[config.mk]
export PLATFORM = sky130hd
export DESIGN_NAME = lap_recorder
export DESIGN_NICKNAME = d
export VERILOG_FILES = /design/src/rtl/lap_recorder.sv
export SDC_FILE = /design/constraint.sdc
export NUM_CORES = 1
export LEC_CHECK = 0
export CORE_MARGIN = 2
export CORE_UTILIZATION = 47
export CTS_CLUSTER_DIAMETER = 150
export DETAILED_ROUTE_END_ITERATION = 12
export GPL_ROUTABILITY_DRIVEN = 0
export PLACE_DENSITY = 0.89
export SETUP_SLACK_MARGIN = 0.02
export SLEW_MARGIN = 0
export SYNTH_ARGS = -nofsm -noshare
export SYNTH_HDL_FRONTEND = slang
export SYNTH_SLANG_ARGS = --single-unit
[constraint.sdc]
create_clock -name rclk -period 8.2 [get_ports rclk]
set_input_delay 1.64 -clock rclk [delete_from_list [all_inputs] [get_ports rclk]]
set_output_delay 1.64 -clock rclk [all_outputs]
set_load 0.02 [all_outputs]
[src/rtl/lap_recorder.sv]
// lap_recorder: write side of the stopwatch lap memory.
// Captures time_in into one of DEPTH lap registers on each rising edge of the
// debounced lap button and exposes every register in parallel to the readout
// mux. Tracks the fill pointer, lap count, full and sticky overflow, and
// supports a single-cycle clear of the whole bank.
//
// Build option: define LAP_WRAP_EN for ring-buffer mode, where a capture while
// full overwrites the oldest lap. Left undefined, a capture while full is
// dropped. Overflow is set in both modes.
module lap_recorder #(
  parameter int DW    = 24,
  parameter int DEPTH = 16
) (
  input  logic          rclk,
  input  logic          reset,
  input  logic [DW-1:0] time_in,
  input  logic          lap,
  input  logic          clr,
  output logic [DW-1:0] regQ0,
  output logic [DW-1:0] regQ1,
  output logic [DW-1:0] regQ2,
  output logic [DW-1:0] regQ3,
  output logic [DW-1:0] regQ4,
  output logic [DW-1:0] regQ5,
  output logic [DW-1:0] regQ6,
  output logic [DW-1:0] regQ7,
  output logic [DW-1:0] regQ8,
  output logic [DW-1:0] regQ9,
  output logic [DW-1:0] regQ10,
  output logic [DW-1:0] regQ11,
  output logic [DW-1:0] regQ12,
  output logic [DW-1:0] regQ13,
  output logic [DW-1:0] regQ14,
  output logic [DW-1:0] regQ15,
  output logic [3:0]    wr_addr,
  output logic [4:0]    lap_count,
  output logic          full,
  output logic          overflow
);

  logic [DW-1:0] lap_regs [DEPTH];
  logic          lap_q;
  logic          capture;

  // A capture is the first cycle lap is seen high after having been low.
  assign capture = lap & ~lap_q;

  // Full is a pure decode of the count, so it tracks lap_count with no delay.
  assign full = (lap_count == 5'(DEPTH));

  // Edge-detect register, lap bank, pointer, count and overflow.
  // NOTE: all state here uses non-blocking assignments so every register
  // samples the pre-edge values; blocking would let wr_addr's new value leak
  // into the same-cycle write.
  always_ff @(posedge rclk) begin
    if (reset) begin
      // lap_q resets high so a button held through reset release is not a press.
      lap_q     <= 1'b1;
      wr_addr   <= '0;
      lap_count <= '0;
      overflow  <= 1'b0;
      // NOTE: the bank is reset (not left as uninitialised RAM) because all
      // sixteen registers are displayed in parallel and must read zero.
      for (int i = 0; i < DEPTH; i++) lap_regs[i] <= '0;
    end else begin
      lap_q <= lap;
      if (clr) begin
        // Clear wins over a coincident capture; that capture is discarded.
        wr_addr   <= '0;
        lap_count <= '0;
        overflow  <= 1'b0;
        for (int i = 0; i < DEPTH; i++) lap_regs[i] <= '0;
      end else if (capture) begin
        if (!full) begin
          lap_regs[wr_addr] <= time_in;
          wr_addr           <= wr_addr + 4'd1;
          lap_count         <= lap_count + 5'd1;
        end else begin
          overflow <= 1'b1;
`ifdef LAP_WRAP_EN
          // Ring buffer: overwrite the oldest lap; count stays saturated.
          lap_regs[wr_addr] <= time_in;
          wr_addr           <= wr_addr + 4'd1;
`endif
        end
      end
    end
  end

  assign regQ0  = lap_regs[0];
  assign regQ1  = lap_regs[1];
  assign regQ2  = lap_regs[2];
  assign regQ3  = lap_regs[3];
  assign regQ4  = lap_regs[4];
  assign regQ5  = lap_regs[5];
  assign regQ6  = lap_regs[6];
  assign regQ7  = lap_regs[7];
  assign regQ8  = lap_regs[8];
  assign regQ9  = lap_regs[9];
  assign regQ10 = lap_regs[10];
  assign regQ11 = lap_regs[11];
  assign regQ12 = lap_regs[12];
  assign regQ13 = lap_regs[13];
  assign regQ14 = lap_regs[14];
  assign regQ15 = lap_regs[15];

endmodule

=== Word-level counts from Yosys, hierarchy flattened ===
Memories as Yosys holds them, arrays and structs flattened.
Index checks and enable logic that the tools add are counted.

* Output and inout bits: 395
* Memory bits (writable): 384
* Input bits: 28
* Bits in registers: 11
* Memories kept: 1

* Bitwise operators: 19
* Reductions and logical operators: 4
* Equality and inequality tests: 1
* $add $sub $neg: 2
* Mux-type cells: 29

{| class="wikitable"
|+ Memory list
! name !! depth !! bits a word !! read ports !! clocked after memory_dff !! wr ports !! line !! RTL
|-
| lap_regs || 16 || 24 || 16 || 0 || 16 || 41 || <nowiki>logic [DW-1:0] lap_regs [DEPTH];</nowiki>
|}

{| class="wikitable"
|+ Operators by type and width
! cell !! count
|-
| 24-bit two-way mux || 17
|-
| 24-bit OR reduction || 1
|-
| 1-bit bitwise OR || 16
|-
| 1-bit two-way mux || 11
|-
| 5-bit by 1-bit adder with 5-bit output (second input constant) || 1
|-
| 5-bit equality test (second input constant) || 1
|-
| 4-bit by 1-bit adder with 4-bit output (second input constant) || 1
|-
| 4-bit two-way mux || 1
|-
| 2-bit AND reduction || 2
|-
| 1-bit inverter || 2
|-
| 2-bit OR reduction || 1
|-
| 1-bit AND || 1
|}

=== Depth between registers and ports, before layout ===
* Depth after elaboration: 8
* Depth in mapped cells: 8
* Depth with buffers taken out: 6

=== Worst setup path before layout ===
Ideal clock, no wire load.

* Path type: input -> register
* Start point: in lap
* End point: mem lap_regs[15][0] (enable)
* Arrival time: 3.925 ns
* Path buffers: 2
* Path slack: 3.837 ns
* Library setup time: 0.438 ns
* Stages: 5
* Required time: 7.762 ns
* Cells stage by stage: nor2b_1 buf_4 buf_4 nand3_1 o21ai_0

{| class="wikitable"
|+ RTL lines
! item !! line !! RTL
|-
| start: declaration || 17 || <nowiki>input logic lap,</nowiki>
|-
| end: declaration || 41 ||
|}

=== Final worst setup path ===
* Start point: reg lap_count[0]
* End point: out full

* Cells in the longest elaborated chain, start to end: 1

{| class="wikitable"
|+ RTL lines
! item !! line !! RTL
|-
| start: declaration || 36 || <nowiki>output logic [4:0] lap_count,</nowiki>
|-
| start signal: assignment || 77 || <nowiki>lap_count <= lap_count + 5'd1;</nowiki>
|-
| 5-bit equality test || 49 || <nowiki>assign full = (lap_count == 5'(DEPTH));</nowiki>
|-
| end: declaration || 37 || <nowiki>output logic full,</nowiki>
|}

Every way passes these cells.

==> qor.yml <==
sta:
  final-hold-violation-count: 0
  rsz0062_at_grt: "false"
  final-max-slew-violation-count: 0
  timing.final.ws_setup_ns: 3.88
  final.min_clock_period_ns: 4.32
  clock_skew_ns: 0.0159
  whs_ns: 0.489
  setup_viol: 0
  worst_pin_slew_ns: 1.20
  clock.fmax_mhz: 231
  fin_crit_sh_pct: 52.7
  tns_ns: 0
  relSlewSlack_pct: 19.8
worst_setup_path:
  cp.depth: 5
  critPathMaxFanout: 13
  arrival_ns: 2.68
  cp-end-kind: "output port"
  slowest_stage: "clkdlybuf4s50_1"
  path_buf_inv: 3
  worstSetupPathType: "register to output port"
  reg2regPathDepth: 3
  cp_slowest_stage_delay_ns: 0.70
  crit_family: "buffers and inverters"
  cp-start-kind: "register"
  cp.required_ns: 6.56
  crit_chain: "inv_1 > ha_1 > nand4bb_2 > inv_2 > clkdlybuf4s50_1"
floorplan:
  core_area_um2: 30400
  die_w_um: 179
  start_util_pct: 47.4
  dieArea_um2: 32100
  die_h_um: 179
  ioPinCount: 423
  num_rows: 64
clock_tree:
  h-tree-depth: 2
  cts-root-buf: "clkbuf_16"
  cts_resized: 0
  cts_buffer_depth: 3
  cts.sinks: 395
  cts_made_buffers: 39
  ctsHoldBuffers: 0
  clk_pin_slew_ns: 0.07
  clock_latency_ns: 0.52
  post_cts_buffers: 0
  cts_tree: "yes"
cells_and_area:
  final_nets: 1460
  area_growth_pct: 40.1
  postLayoutCoreUtil_pct: 66.4
  post-route-cell-area_um2: 20200
  drive_gt1_share_pct: 5.10
  diodes: 0
  finalNonFillerCells: 1848
grt:
  grtUsageTotal_pct: 27.2
  grt_pass1_vias: 9750
  overflow: 0
  grt_pass1_wl_um: 62500
  antenna_found_initial: 0
  grt_max_degree: 58
flow_run:
  max_cap_violations: 0
yosys:
  syn_nets: 1047
  seq_area_frac_synth_pct: 81.5
  synth_cells: 1013
  syn_area_um2: 14400
  synth_top_cells_by_count: "nor2_1, edfxtp_1, nand2_1, buf_2, clkbuf_1"
  synth_top_area_share_pct: 79.9
  synthArstFlopShare_pct: 0
  synth-edff-count: 384
  yosysUniqueCellTypes: 31
  synth_largest_area_cell: "edfxtp_1"
  synth-seq-cells: 395
  syn_area_per_cell_um2: 14.2
  synth_warnings: 0
  yosysMostFrequentCell: "nor2_1"
  netlist_top_cells_area: "edfxtp_1, nor2_1, nand2_1"
  synthFlopType: "edfxtp_1"
hold_path:
  min_delay_path_depth: 2
  hp-class: "register to register"
route:
  drt_iter0_markers: 1255
  drcViolationCount: 0
  drt_first_pass_iters: 6
  wirelength_um: 44900
  num_vias: 9987
  avgRoutedWirePerCell_um: 24.3
  ant_nets: 0
  via_per_inst: 5.40
pwr:
  leakage_nw: 7.15
  p_total_mw: 4.51
  ir_worst_vdd_mv: 0.204
  power.density_nw_per_um2: 223
placement:
  port_buffers: 422
  dpl.cell_count: 1781
  place_ws_ns: 3.78
  dp_hpwl_um: 29400
  dpl-instance-area_um2: 18900
outcome:
  status: "finished clean"
report_power, final:
| group | internal, mW | leakage, nW | total [mW] | switching [mW] |
|---|---|---|---|---|
| clock | 1.09 | 0.630 | 1.81 | 0.724 |
| sequential | 2.29 | 4.37 | 2.32 | 0.0292 |
| combinational | 0.148 | 2.15 | 0.376 | 0.227 |
layout by cell type, fill, tap and decap left out, types with 4 or more instances in the layout:
cell type	synthesis	routed
a21o_1	15	15
a21oi_1	9	9
buf_4	7	7
bufinv_16	0	5
clkbuf_1	18	8
clkbuf_16	0	42
clkdlybuf4s50_1	0	422
clkinv_1	0	5
clkinv_2	0	5
dfxtp_1	11	11
edfxtp_1	384	384
ha_1	6	6
inv_1	5	5
nand2_1	100	100
nand3_1	6	6
nand4_4	2	4
nor2_1	386	385
o21ai_0	8	7
logic make-up after synthesis:
kind of cell	synth area share [%]
mux	0.0694
flops	81.5
buf+inv	2.31
simple gates	14.2
fa+ha+maj	0.520
compound gates	1.42
per-layer routing:
layer,global-route usage (%),up-vias,share of wire [%]
li1,-,4307,-
met1,34.0,4887,36
met2,44.7,671,48
met3,6.74,122,11
met4,13.2,0,5.2
met5,0,-,0
flip-flops by register name (all words and copies together), names as in the netlist:
register / cells
lap_q: 1
lap_count: 5
wr_addr: 4
lap_regs: 384
overflow: 1
final timing paths:
path | start | end | slack (ns)
max | lap_count[0]$_SDFFE_PP0P_ | full | 3.88
min | overflow$_SDFFE_PP0P_ | overflow$_SDFFE_PP0P_ | 0.49
max reg2reg | wr_addr[2]$_SDFFE_PP0P_ | lap_regs[5][3]$_SDFFCE_PN0P_ | 5.04
min reg2reg | overflow$_SDFFE_PP0P_ | overflow$_SDFFE_PP0P_ | 0.49
tightest hold or removal path: stages, from the launching register on:
cell     delay (ns)
dfxtp_1        0.34
a21oi_1        0.05
nor2_1         0.07
layout make-up:
type / count / area (um2)
Fill cell: 2027 / 10200
Inverter: 6 / 22.5
Clock inverter: 17 / 210
Sequential cell: 395 / 11800
Multi-Input combinational cell: 555 / 2370
Clock buffer: 50 / 1080
Timing Repair Buffer: 429 / 4280
Tap cell: 396 / 495
No activity file was read; power rests on OpenSTA's default activity.
